===== config.mk =====
export PLATFORM = sky130hd
export DESIGN_NAME = control_sequencer
export DESIGN_NICKNAME = d
export VERILOG_FILES = /design/src/rtl/control_sequencer.sv
export SDC_FILE = /design/constraint.sdc
export NUM_CORES = 1
export LEC_CHECK = 0
export BUFFER_PORTS_ARGS = -buffer_cell sky130_fd_sc_hd__clkbuf_2
export CAP_MARGIN = 15
export CORE_AREA = 2 2 39 41
export CTS_BUF_LIST = sky130_fd_sc_hd__clkbuf_2 sky130_fd_sc_hd__clkbuf_4 sky130_fd_sc_hd__clkbuf_8
export CTS_CLUSTER_DIAMETER = 200
export DETAILED_ROUTE_END_ITERATION = 10
export DIE_AREA = 0 0 41 43
export PLACE_DENSITY = 0.67
export SLEW_MARGIN = 20
export SYNTH_ARGS = -nofsm -noshare
export SYNTH_HDL_FRONTEND = slang
export SYNTH_SLANG_ARGS = --single-unit

===== constraint.sdc =====
create_clock -name i_CLOCK -period 2.52 [get_ports i_CLOCK]
set_input_delay 0.252 -clock i_CLOCK [delete_from_list [all_inputs] [get_ports i_CLOCK]]
set_output_delay 0.252 -clock i_CLOCK [all_outputs]
set_load 0.05 [all_outputs]

===== src/rtl/control_sequencer.sv =====
// control_sequencer: microcoded control unit for the 8-bit bus CPU.
// Purpose : steps through fetch (T0-T1) and an opcode-specific execute phase
//           (T2-T4), decoding the step, opcode and ALU flags into every bus
//           strobe of the datapath, and latching the clock-halt on HLT.
// Ports   : i_CLOCK       CPU clock, state changes on its rising edge
//           i_CLEAR       asynchronous active-high reset
//           i_OPCODE      IR upper nibble
//           i_ZERO_FLAG   registered ALU zero flag (sampled in T2 of JZ)
//           i_CARRY_FLAG  registered ALU carry flag (sampled in T2 of JC)
//           o_*           datapath strobes (_n suffix = active low)
//           o_STEP        current micro-step, for LEDs
// Macro   : CONTROL_SEQUENCER_EARLY_END_EN - when defined, instructions end
//           at their last used step; otherwise every instruction runs T0-T4.
module control_sequencer #(
   parameter int OPCODE_WIDTH = 4,
   parameter int STEP_WIDTH   = 3
) (
   input  logic                    i_CLOCK,
   input  logic                    i_CLEAR,
   input  logic [OPCODE_WIDTH-1:0] i_OPCODE,
   input  logic                    i_ZERO_FLAG,
   input  logic                    i_CARRY_FLAG,
   output logic                    o_PC_COUNT_ENABLE,
   output logic                    o_PC_JUMP_n,
   output logic                    o_PC_WRITE_BUS_n,
   output logic                    o_A_READ_BUS_n,
   output logic                    o_A_WRITE_BUS_n,
   output logic                    o_B_READ_BUS_n,
   output logic                    o_IR_READ_BUS_n,
   output logic                    o_IR_WRITE_BUS_n,
   output logic                    o_ALU_WRITE_BUS_n,
   output logic                    o_ALU_SUBTRACT,
   output logic                    o_FLAGS_UPDATE_n,
   output logic                    o_MAR_READ_BUS_n,
   output logic                    o_RAM_READ_BUS,
   output logic                    o_RAM_WRITE_BUS_n,
   output logic                    o_OUT_READ_BUS,
   output logic                    o_CLOCK_HALT,
   output logic [STEP_WIDTH-1:0]   o_STEP
);
   logic [STEP_WIDTH-1:0] r_STEP, next_step, last_step;
   logic r_HALTED, next_halted;
   logic t0, t1, t2, t3, t4, live;
   logic is_lda, is_alu, is_sub, is_sta, is_ldi, is_jump, is_out, is_hlt;
   always_ff @(posedge i_CLOCK or posedge i_CLEAR)
      if (i_CLEAR) begin
         r_STEP   <= '0;
         r_HALTED <= 1'b0;
      end else begin
         r_STEP   <= next_step;
         r_HALTED <= next_halted;
      end
   assign t0 = r_STEP == STEP_WIDTH'(0);
   assign t1 = r_STEP == STEP_WIDTH'(1);
   assign t2 = r_STEP == STEP_WIDTH'(2);
   assign t3 = r_STEP == STEP_WIDTH'(3);
   assign t4 = r_STEP == STEP_WIDTH'(4);
   assign is_lda  = i_OPCODE == OPCODE_WIDTH'(1);
   assign is_sub  = i_OPCODE == OPCODE_WIDTH'(3);
   assign is_alu  = i_OPCODE == OPCODE_WIDTH'(2) || is_sub;
   assign is_sta  = i_OPCODE == OPCODE_WIDTH'(4);
   assign is_ldi  = i_OPCODE == OPCODE_WIDTH'(5);
   // JC/JZ become a plain JMP when their flag is set, otherwise a NOP.
   assign is_jump = i_OPCODE == OPCODE_WIDTH'(6)
                 || (i_OPCODE == OPCODE_WIDTH'(7) && i_CARRY_FLAG)
                 || (i_OPCODE == OPCODE_WIDTH'(8) && i_ZERO_FLAG);
   assign is_out  = i_OPCODE == OPCODE_WIDTH'(14);
   assign is_hlt  = i_OPCODE == OPCODE_WIDTH'(15);
   // Clear forces every strobe inactive without waiting for the register.
   assign live = !i_CLEAR && !r_HALTED;
   always_comb begin
`ifdef CONTROL_SEQUENCER_EARLY_END_EN
      last_step = (is_lda || is_sta) ? STEP_WIDTH'(3) : is_alu ? STEP_WIDTH'(4) : STEP_WIDTH'(2);
`else
      last_step = STEP_WIDTH'(4);
`endif
      next_halted = r_HALTED || (t2 && is_hlt);
      next_step   = next_halted ? r_STEP : (r_STEP >= last_step) ? '0 : r_STEP + STEP_WIDTH'(1);
   end
   always_comb begin
      o_PC_WRITE_BUS_n  = !(live && t0);
      o_MAR_READ_BUS_n  = !(live && (t0 || (t2 && (is_lda || is_alu || is_sta))));
      o_RAM_WRITE_BUS_n = !(live && (t1 || (t3 && (is_lda || is_alu))));
      o_IR_READ_BUS_n   = !(live && t1);
      o_PC_COUNT_ENABLE = live && t1;
      o_IR_WRITE_BUS_n  = !(live && t2 && (is_lda || is_alu || is_sta || is_ldi || is_jump));
      o_A_READ_BUS_n    = !(live && ((t3 && is_lda) || (t4 && is_alu) || (t2 && is_ldi)));
      o_B_READ_BUS_n    = !(live && t3 && is_alu);
      o_ALU_WRITE_BUS_n = !(live && t4 && is_alu);
      o_ALU_SUBTRACT    = live && (t3 || t4) && is_sub;
      o_FLAGS_UPDATE_n  = !(live && t4 && is_alu);
      o_PC_JUMP_n       = !(live && t2 && is_jump);
      o_RAM_READ_BUS    = live && t3 && is_sta;
      o_A_WRITE_BUS_n   = !(live && ((t3 && is_sta) || (t2 && is_out)));
      o_OUT_READ_BUS    = live && t2 && is_out;
      o_CLOCK_HALT      = !i_CLEAR && (r_HALTED || (t2 && is_hlt));
   end
   assign o_STEP = r_STEP;
endmodule


==> impl_summary.log, run 1 <==
[metrics] Max stage delay on crit path: 0.50 ns
[metrics] final HPWL from detailed placement: 983 um
[metrics] flip-flop cell with the highest count after synthesis: sky130_fd_sc_hd__dfrtp_1
[metrics] cts repair resizes: 0
[metrics] final total power: 694 uW
[metrics] data required time at the worst endpoint: 2.27 ns
[metrics] series of cell instances along the critical path: inv_1 > ha_1 > or3b_2 > nor2_1 > a21oi_4 > clkbuf_2
[metrics] number of violations reported at the end of detailed-routing iteration 0: 3
[metrics] portion of the post-synthesis area used by sequential elements: 19.5%
[metrics] largest driver fanout on the critical path: 8
[metrics] count of unique library cells instantiated by Yosys: 30
[metrics] cell area after synthesis: 513 sq um
[metrics] Max-cap violations: 0
[metrics] overflow left after global routing: 0
[metrics] WP buf/inv: 2
[metrics] Worst Hold Slack: 0.490 ns
[metrics] cell depth of the worst setup path: 6
[metrics] headroom to the max-slew limit: 79.1%
[metrics] area added between synthesis and finish: 36.3%
[metrics] top cell types by occurrence after synthesis: sky130_fd_sc_hd__inv_1, sky130_fd_sc_hd__nor2_1, sky130_fd_sc_hd__ha_1
[metrics] worst voltage drop across the vdd grid: 667 uV
[metrics] Post-CTS Setup Repair Bufs: 0
[metrics] wire length reported by the detailed router: 1.21 mm
[metrics] share of final-layout standard cells stronger than drive strength 1: 45.6%
[metrics] Port Buffers: 26
[metrics] synth warn: 0
[metrics] Max Clock Skew: 0.00132 ns
[metrics] gpl congestion: 0.742
[metrics] Worst Setup Path Type: reg -> out
[metrics] Hold-fix buffers, CTS: 1
[metrics] net count after synthesis: 76
[metrics] die area: 0.00176 sq mm
[metrics] largest net degree at the start of global routing: 10
[metrics] Vias per Instance: 5.04
[metrics] total via count in the routed design: 534
[metrics] reg-to-reg slack, setup: 1.01 ns
[metrics] final core utilization: 50.5%
[metrics] clock network latency to the later pin of the worst-skew pair: 0.23 ns
[metrics] cell at the root of the clock tree: sky130_fd_sc_hd__clkbuf_4
[metrics] data arrival time of the critical path: 2.10 ns
[metrics] final cell count without fillers: 106
[metrics] number of failing hold endpoints at the final stage: 0
[metrics] CTS Buf Count: 3
[metrics] final period demand of the worst path: 2.36 ns
[metrics] PD cells: 992 mW/mm^2
[metrics] H-tree depth reported by CTS: 1
[metrics] remaining number of nets flagged by the antenna check after routing: 0
[metrics] fraction of synthesized cell area taken by the top area cell type: 19.5%
[metrics] gate count after technology mapping: 63
[metrics] hold crit path type: in -> async
[metrics] DRC violations left: 0
[metrics] clock tree from TritonCTS: done
[metrics] top cell type by total area after synthesis: sky130_fd_sc_hd__dfrtp_1
[metrics] register bit count reported by yosys: 4
[metrics] routed length per placed instance: 11.4 um
[metrics] number of setup violations in the final report: 0
[metrics] Worst R2R End: o_STEP[0]
[metrics] overall track demand over capacity in global routing: 14.8%
[metrics] Fill cells: 138
[metrics] Post-Syn Area per Cell: 8.14 sq um
[metrics] Critical Path Start Type: flip-flop
[metrics] RSZ-0062 raised after global routing: no
[metrics] pin slew with the least headroom to its limit: 0.313 ns
[metrics] leading cell types by total area after synthesis: sky130_fd_sc_hd__dfrtp_1, sky130_fd_sc_hd__ha_1, sky130_fd_sc_hd__mux2_2
[metrics] diode insertion count for antenna repair: 0
[metrics] total clock sinks: 4
[metrics] fraction of the cycle the final worst path needs: 93.5%
[metrics] clock transition at the registers of the reported paths: 0.04 ns
[metrics] Cell Rows: 14
[metrics] f_max: 0.425 GHz
[metrics] length in cells of the worst reg-to-reg path: 4
[metrics] length of the first detailed-routing pass in iterations: 3
[metrics] number of antenna violations at the first check in global routing: 0
[metrics] Std-Cell Core Area: 0.00138 sq mm
[metrics] initial core utilization: 37.1%
[metrics] first-pass GRT wire length: 1.77 mm
[metrics] Largest delay share family, worst path: simple AND/OR/NAND/NOR gates
[metrics] area used by sequential logic in the layout: 100 sq um
[metrics] horizontal extent of the die: 41 um
[metrics] critical-path cell with the highest stage delay: sky130_fd_sc_hd__or3b_2
[metrics] Final Net Count: 105
[metrics] I/O Pins: 27
[metrics] number of placed instances, taps included: 102
[metrics] LEAKAGE: 0.000343 uW
[metrics] EDFF count, synth: 0
[metrics] via count of the first global-routing pass: 435
[metrics] area occupied by multi-input gates: 394 sq um
[metrics] share of flip-flops with an asynchronous set or reset after synthesis: 100%
[metrics] maximum clock path buffer count: 2
[metrics] source of the worst register-to-register timing path: o_STEP[0]
[metrics] number of slew-limit violations in the final report: 0
[metrics] die boundary height: 43 um
[metrics] status: complete, no violations
[metrics] crit end category: output pin
## cells in the final DEF, fill, tap and decap left out, drive strengths merged, types with 2 or more instances in the layout
| cell | count |
|---|---|
| dfrtp | 4 |
| and4 | 2 |
| inv | 6 |
| nand2 | 3 |
| nor3 | 4 |
| mux2 | 3 |
| nor2 | 6 |
| o21ai | 2 |
| ha | 5 |
| nor3b | 3 |
| nor2b | 3 |
| clkbuf | 29 |
| nand3 | 3 |
| or2 | 2 |
## how the worst max path moves through the flow
stage | from | endpoint | slack [ns]
2_1_floorplan | o_STEP[0] | o_A_READ_BUS_n | -0.05
3_3_place_gp | o_STEP[2] | o_RAM_WRITE_BUS_n | 0.46
3_5_place_dp | o_STEP[2] | o_RAM_WRITE_BUS_n | 0.40
4_1_cts | o_STEP[2] | o_RAM_WRITE_BUS_n | 0.15
5_1_grt | o_STEP[2] | o_A_WRITE_BUS_n | 0.03
6_report | o_STEP[2] | o_RAM_WRITE_BUS_n | 0.16
## layout make-up
type	instances	share of cell area [%]
multi-input combinational	50	56.4
timing repair buffer	27	20.0
sequential	4	14.3
clock buffer	3	3.22
inverter	6	3.22
tap	16	2.86
## through the flow
step	worst slack (ns)	TNS, ns	instance area, sq um
finish	0.164	0	699
global route	0.0266	0	699
CTS	0.153	0	699
detailed placement	0.400	0	667
global placement	0.460	0	667
floorplan	-0.0472	-0.0472	534
## power by group
part / leakage, uW / switching [uW] / internal [uW] / total (uW)
Clock: 0.0000138 / 23.0 / 53.1 / 76.1
Combinational: 0.000280 / 325 / 149 / 474
Sequential: 0.0000494 / 47.5 / 96.6 / 144
Total: 0.000343 / 395 / 299 / 694
## state kept, by name, indices dropped and copies added (netlist names)
| register | count |
|---|---|
| o_STEP | 3 |
| r_HALTED | 1 |
## worst reg2reg max path, cell delays in order (launching register included)
cell                      delay (ns)
sky130_fd_sc_hd__dfrtp_1        0.42
sky130_fd_sc_hd__inv_1          0.09
sky130_fd_sc_hd__ha_1           0.26
sky130_fd_sc_hd__a31oi_4        0.26
sky130_fd_sc_hd__mux2_2         0.36
## cells by family (layout without fill, tap and decap cells)
logic type	Yosys count	after routing	share of synthesized area, %
simple gates	31	31	35.9
compound gates	9	9	14.4
flops	4	4	19.5
xor+xnor	1	1	1.71
mux	4	4	8.54
buf+inv	9	36	7.81
fa+ha+maj	5	5	12.2
## per-layer routing
| metal | routed length [um] | global-route usage, % | vias to the layer above |
|---|---|---|---|
| met4 | 0 | 8.00 | 0 |
| met3 | 56 | 3.14 | 0 |
| met5 | 0 | 0 | - |
| met1 | 548 | 16.3 | 241 |
| met2 | 601 | 24.7 | 17 |
| li1 | - | - | 276 |
(Power assumes the default switching activity.)
==> run 2: changes to the inputs <==
==> constraint.sdc (replaced) <==
create_clock -name i_CLOCK -period 2.52 [get_ports i_CLOCK]
set_input_delay 0.378 -clock i_CLOCK [delete_from_list [all_inputs] [get_ports i_CLOCK]]
set_output_delay 0.378 -clock i_CLOCK [all_outputs]
set_load 0.05 [all_outputs]
==> impl_summary.log, run 2 (same netlist as run 1, synthesis figures left out) <==
[metrics] share of final-layout standard cells stronger than drive strength 1: 48.3%
[metrics] data arrival time of the critical path: 2.02 ns
[metrics] horizontal extent of the die: 41 um
[metrics] number of violations reported at the end of detailed-routing iteration 0: 2
[metrics] data required time at the worst endpoint: 2.14 ns
[metrics] clock network latency to the later pin of the worst-skew pair: 0.23 ns
[metrics] WP buf/inv: 2
[metrics] die boundary height: 43 um
[metrics] LEAKAGE: 0.000338 uW
[metrics] Hold-fix buffers, CTS: 0
[metrics] die area: 0.00176 sq mm
[metrics] Fill cells: 147
[metrics] Final Net Count: 104
[metrics] cts repair resizes: 0
[metrics] wire length reported by the detailed router: 1.23 mm
[metrics] most frequent cells in the layout: sky130_fd_sc_hd__clkbuf_2, sky130_fd_sc_hd__nor2_1, sky130_fd_sc_hd__inv_1, sky130_fd_sc_hd__ha_1, sky130_fd_sc_hd__dfrtp_1
[metrics] Std-Cell Core Area: 0.00138 sq mm
[metrics] area used by sequential logic in the layout: 100 sq um
[metrics] overall track demand over capacity in global routing: 14.9%
[metrics] gpl congestion: 0.773
[metrics] crit end category: output pin
[metrics] source of the worst register-to-register timing path: o_STEP[0]
[metrics] Worst R2R End: o_STEP[2]
[metrics] diode insertion count for antenna repair: 0
[metrics] status: complete, no violations
[metrics] area occupied by multi-input gates: 398 sq um
[metrics] hold crit path type: in -> async
[metrics] final HPWL from detailed placement: 1.03 mm
[metrics] Largest delay share family, worst path: simple AND/OR/NAND/NOR gates
[metrics] area added between synthesis and finish: 35.1%
[metrics] final total power: 694 uW
[metrics] number of failing hold endpoints at the final stage: 0
[metrics] H-tree depth reported by CTS: 1
[metrics] f_max: 0.417 GHz
[metrics] dpl cell area: 671 sq um
[metrics] reg-to-reg slack, setup: 0.99 ns
[metrics] largest net degree at the start of global routing: 10
[metrics] worst slack, placed: 0.255 ns
[metrics] maximum clock path buffer count: 2
[metrics] largest driver fanout on the critical path: 8
[metrics] Largest register FFs: 3
[metrics] critical-path cell with the highest stage delay: sky130_fd_sc_hd__or3b_2
[metrics] Vias per Instance: 5.12
[metrics] DRC violations left: 0
[metrics] Port Buffers: 26
[metrics] Max-cap violations: 0
[metrics] routed length per placed instance: 11.7 um
[metrics] via count of the first global-routing pass: 458
[metrics] Setup TNS Final: 0 ns
[metrics] RSZ-0062 raised after global routing: no
[metrics] length of the first detailed-routing pass in iterations: 2
[metrics] PD cells: 1000 mW/mm^2
[metrics] clock transition at the registers of the reported paths: 0.03 ns
[metrics] CTS Buf Count: 3
[metrics] most common library cell in the layout ignoring fill and taps: sky130_fd_sc_hd__clkbuf_2
[metrics] final period demand of the worst path: 2.40 ns
[metrics] series of cell instances along the critical path: inv_2 > ha_1 > or3b_2 > nor2_1 > a21oi_4 > clkbuf_2
[metrics] Worst Setup Path Type: reg -> out
[metrics] first-pass GRT wire length: 1.82 mm
[metrics] fraction of the cycle the final worst path needs: 95.3%
[metrics] Cell Rows: 14
[metrics] number of antenna violations at the first check in global routing: 0
[metrics] total via count in the routed design: 538
[metrics] cell at the root of the clock tree: sky130_fd_sc_hd__clkbuf_4
[metrics] design area: 693 sq um
[metrics] overflow left after global routing: 0
[metrics] number of slew-limit violations in the final report: 0
[metrics] worst voltage drop across the vdd grid: 709 uV
[metrics] Max Clock Skew: 0.00245 ns
[metrics] clock tree from TritonCTS: done
[metrics] initial core utilization: 37.1%
[metrics] Post-CTS Setup Repair Bufs: 0
[metrics] headroom to the max-slew limit: 79.2%
[metrics] number of placed instances, taps included: 102
[metrics] length in cells of the worst reg-to-reg path: 4
[metrics] total clock sinks: 4
[metrics] Max stage delay on crit path: 0.50 ns
[metrics] final cell count without fillers: 105
[metrics] number of setup violations in the final report: 0
[metrics] Critical Path Start Type: flip-flop
[metrics] pin slew with the least headroom to its limit: 0.311 ns
[metrics] I/O Pins: 27
[metrics] crit path setup slack, layout: 0.120 ns
[metrics] remaining number of nets flagged by the antenna check after routing: 0
## run 2: changes by cell type in the layout (fill, tap and decap cells not counted)
cell | before | now
sky130_fd_sc_hd__buf_2 | 0 | 1
sky130_fd_sc_hd__clkbuf_2 | 26 | 25
sky130_fd_sc_hd__dlygate4sd3_1 | 1 | 0
sky130_fd_sc_hd__inv_1 | 6 | 5
sky130_fd_sc_hd__inv_2 | 0 | 1
sky130_fd_sc_hd__o21ai_1 | 1 | 0
sky130_fd_sc_hd__o21ai_2 | 0 | 1
## run 2: per-layer routing
metal	up-vias	global-route usage [%]	routed length [um]
met4	0	8.00	12
met1	243	16.3	513
met3	2	1.57	49
met5	-	0	0
met2	13	25.9	656
li1	280	-	-
## run 2: metrics by stage
stage	util [%]	hold WS (ns)
after global routing	50.1	0.0682
after floorplan	-	0.144
after global placement	48.5	0.303
after detailed placement	48.5	0.301
final	50.1	0.0648
after CTS	50.1	0.0603
## run 2: how the worst max path moves through the flow
stage | start | endpoint | cells past startpoint
6_report | o_STEP[2] | o_RAM_WRITE_BUS_n | 6
4_1_cts | o_STEP[2] | o_A_READ_BUS_n | 6
3_3_place_gp | o_STEP[2] | o_A_WRITE_BUS_n | 6
3_5_place_dp | o_STEP[2] | o_A_READ_BUS_n | 6
2_1_floorplan | o_STEP[0] | o_A_READ_BUS_n | 4
5_1_grt | o_STEP[0] | o_OUT_READ_BUS | 5
## run 2: power breakdown
| group | internal (uW) | leakage [uW] | total (uW) | switching, uW |
|---|---|---|---|---|
| clock | 52.9 | 0.0000138 | 74.3 | 21.4 |
| combinational | 149 | 0.000274 | 476 | 327 |
| sequential | 96.6 | 0.0000494 | 144 | 47.0 |
| total | 298 | 0.000338 | 694 | 396 |
## run 2: area by class of cell
type	instances	share of cell area [%]
Clock buffer	3	3.25
Inverter	6	3.25
Multi-Input combinational cell	50	57.4
Sequential cell	4	14.4
Tap cell	16	2.89
Timing Repair Buffer	26	18.8
==> run 3: changes to the inputs <==
==> constraint.sdc (replaced) <==
create_clock -name i_CLOCK -period 2.35 [get_ports i_CLOCK]
set_input_delay 0.47 -clock i_CLOCK [delete_from_list [all_inputs] [get_ports i_CLOCK]]
set_output_delay 0.47 -clock i_CLOCK [all_outputs]
set_load 0.05 [all_outputs]
==> impl_summary.log, run 3 (same netlist as run 1, synthesis figures left out) <==
[metrics] crit end category: output pin
[metrics] hold crit path type: in -> async
[metrics] cell at the root of the clock tree: sky130_fd_sc_hd__clkbuf_4
[metrics] worst voltage drop across the vdd grid: 835 uV
[metrics] area added between synthesis and finish: 68.0%
[metrics] status: complete, no violations
[metrics] pin slew with the least headroom to its limit: 0.365 ns
[metrics] die boundary height: 43 um
[metrics] number of antenna violations at the first check in global routing: 0
[metrics] length in cells of the worst reg-to-reg path: 6
[metrics] overall track demand over capacity in global routing: 17.4%
[metrics] routed length per placed instance: 12.1 um
[metrics] total clock sinks: 4
[metrics] Max-cap violations: 0
[metrics] Std-Cell Core Area: 0.00138 sq mm
[metrics] Cell Rows: 14
[metrics] headroom to the max-slew limit: 75.5%
[metrics] Max stage delay on crit path: 0.50 ns
[metrics] final HPWL from detailed placement: 1.01 mm
[metrics] fraction of the cycle the final worst path needs: 98.8%
[metrics] critical-path cell with the highest stage delay: sky130_fd_sc_hd__or4b_4
[metrics] overflow left after global routing: 0
[metrics] LEAKAGE: 0.000403 uW
[metrics] number of failing hold endpoints at the final stage: 0
[metrics] Worst Setup Path Type: reg -> out
[metrics] maximum clock path buffer count: 2
[metrics] largest driver fanout on the critical path: 4
[metrics] remaining number of nets flagged by the antenna check after routing: 0
[metrics] data required time at the worst endpoint: 1.88 ns
[metrics] final core utilization: 62.3%
[metrics] data arrival time of the critical path: 1.85 ns
[metrics] die area: 0.00176 sq mm
[metrics] crit path setup slack, layout: 0.0290 ns
[metrics] I/O Pins: 27
[metrics] Port Buffers: 26
[metrics] Max Clock Skew: 0.00379 ns
[metrics] f_max: 0.431 GHz
[metrics] via count of the first global-routing pass: 496
[metrics] series of cell instances along the critical path: inv_2 > ha_4 > or4b_4 > o31a_1 > buf_8
[metrics] Hold-fix buffers, CTS: 0
[metrics] number of placed instances, taps included: 104
[metrics] clock network latency to the later pin of the worst-skew pair: 0.23 ns
[metrics] largest net degree at the start of global routing: 10
[metrics] number of slew-limit violations in the final report: 0
[metrics] Largest register FFs: 3
[metrics] clock tree from TritonCTS: done
[metrics] final total power: 932 uW
[metrics] most frequent cells in the layout: sky130_fd_sc_hd__clkbuf_2, sky130_fd_sc_hd__buf_4, sky130_fd_sc_hd__clkbuf_4, sky130_fd_sc_hd__nor2_1, sky130_fd_sc_hd__inv_1
[metrics] most common library cell in the layout ignoring fill and taps: sky130_fd_sc_hd__clkbuf_2
[metrics] Vias per Instance: 5.01
[metrics] horizontal extent of the die: 41 um
[metrics] gpl congestion: 0.770
[metrics] Final Net Count: 113
[metrics] final cell count without fillers: 115
[metrics] H-tree depth reported by CTS: 1
[metrics] share of final-layout standard cells stronger than drive strength 1: 65.7%
[metrics] number of violations reported at the end of detailed-routing iteration 0: 2
[metrics] worst slack, placed: 0.0753 ns
[metrics] DRC violations left: 0
[metrics] length of the first detailed-routing pass in iterations: 4
[metrics] final period demand of the worst path: 2.32 ns
[metrics] diode insertion count for antenna repair: 0
[metrics] number of setup violations in the final report: 0
[metrics] wire length reported by the detailed router: 1.39 mm
[metrics] clock transition at the registers of the reported paths: 0.04 ns
[metrics] design area: 862 sq um
[metrics] Critical Path Start Type: flip-flop
[metrics] PD cells: 1080 mW/mm^2
[metrics] initial core utilization: 37.1%
[metrics] first-pass GRT wire length: 2.08 mm
[metrics] CTS Buf Count: 3
[metrics] dpl cell area: 719 sq um
[metrics] total via count in the routed design: 576
==> run 3: changes by cell type in the layout (fill, tap and decap cells not counted), moves of 2 or more <==
cell                       delta
sky130_fd_sc_hd__clkbuf_2     -5
sky130_fd_sc_hd__buf_4       +10
sky130_fd_sc_hd__ha_1         -2
sky130_fd_sc_hd__clkbuf_4     +3
sky130_fd_sc_hd__dfrtp_1      -3
sky130_fd_sc_hd__dfrtp_2      +3
==> run 3: worst max-delay path: cells and delay by family (launching register included) <==
kind / cells / cell delay (ns)
DFF: 1 / 0.42
buffers and inverters: 2 / 0.24
AOI/OAI and AO/OA: 1 / 0.33
and+or+nand+nor: 1 / 0.50
adders and majority gates: 1 / 0.13
==> run 3: power by group <==
part           total (uW)  leakage, uW  switching [uW]  internal [uW]
sequential            142    0.0000458            33.4            108
clock                 104    0.0000184            29.0           75.3
combinational         687     0.000339             417            269
total                 932     0.000403             480            453
==> run 3: area by class of cell <==
class	instances	area, sq um
Fill cell	129	522
Multi-Input combinational cell	50	460
Timing Repair Buffer	35	221
Sequential cell	4	104
Clock buffer	4	30.0
Inverter	6	26.3
Tap cell	16	20.0
==> run 3: path summary, 6_finish.rpt <==
kind	start	to	slack, ns
min in group i_CLOCK	r_HALTED	r_HALTED	0.59
setup / recovery	o_STEP[0]	o_MAR_READ_BUS_n	0.03
setup reg to reg	o_STEP[1]	o_STEP[2]	0.66
max in group asynchronous	i_CLEAR	o_STEP[2]	2.03
hold reg to reg	r_HALTED	r_HALTED	0.59
hold / removal	i_CLEAR	o_STEP[1]	0.15
==> run 3: what timing repair did <==
action                                  in CTS  in global routing
endpoints found under the hold margin        0                  0
endpoints found under the setup margin       6                  6
pin swaps                                    0                  3
gates resized for setup                     11                  9
setup buffers                                2                  5
==> run 3: layer usage <==
metal | wire length [um] | vias to the layer above | GRT usage (%)
li1 | - | 298 | -
met1 | 554 | 267 | 19.2
met2 | 793 | 11 | 28.7
met3 | 45 | 0 | 3.66
met4 | 0 | 0 | 10.0
met5 | 0 | - | 0
==> run 3: per-stage QoR <==
stage          hold WS [ns]  setup TNS, ns
2_1_floorplan         0.236        -0.0470
3_3_place_gp          0.394              0
3_5_place_dp          0.394              0
4_1_cts               0.140              0
5_1_grt               0.159        -0.0165
6_report              0.150              0
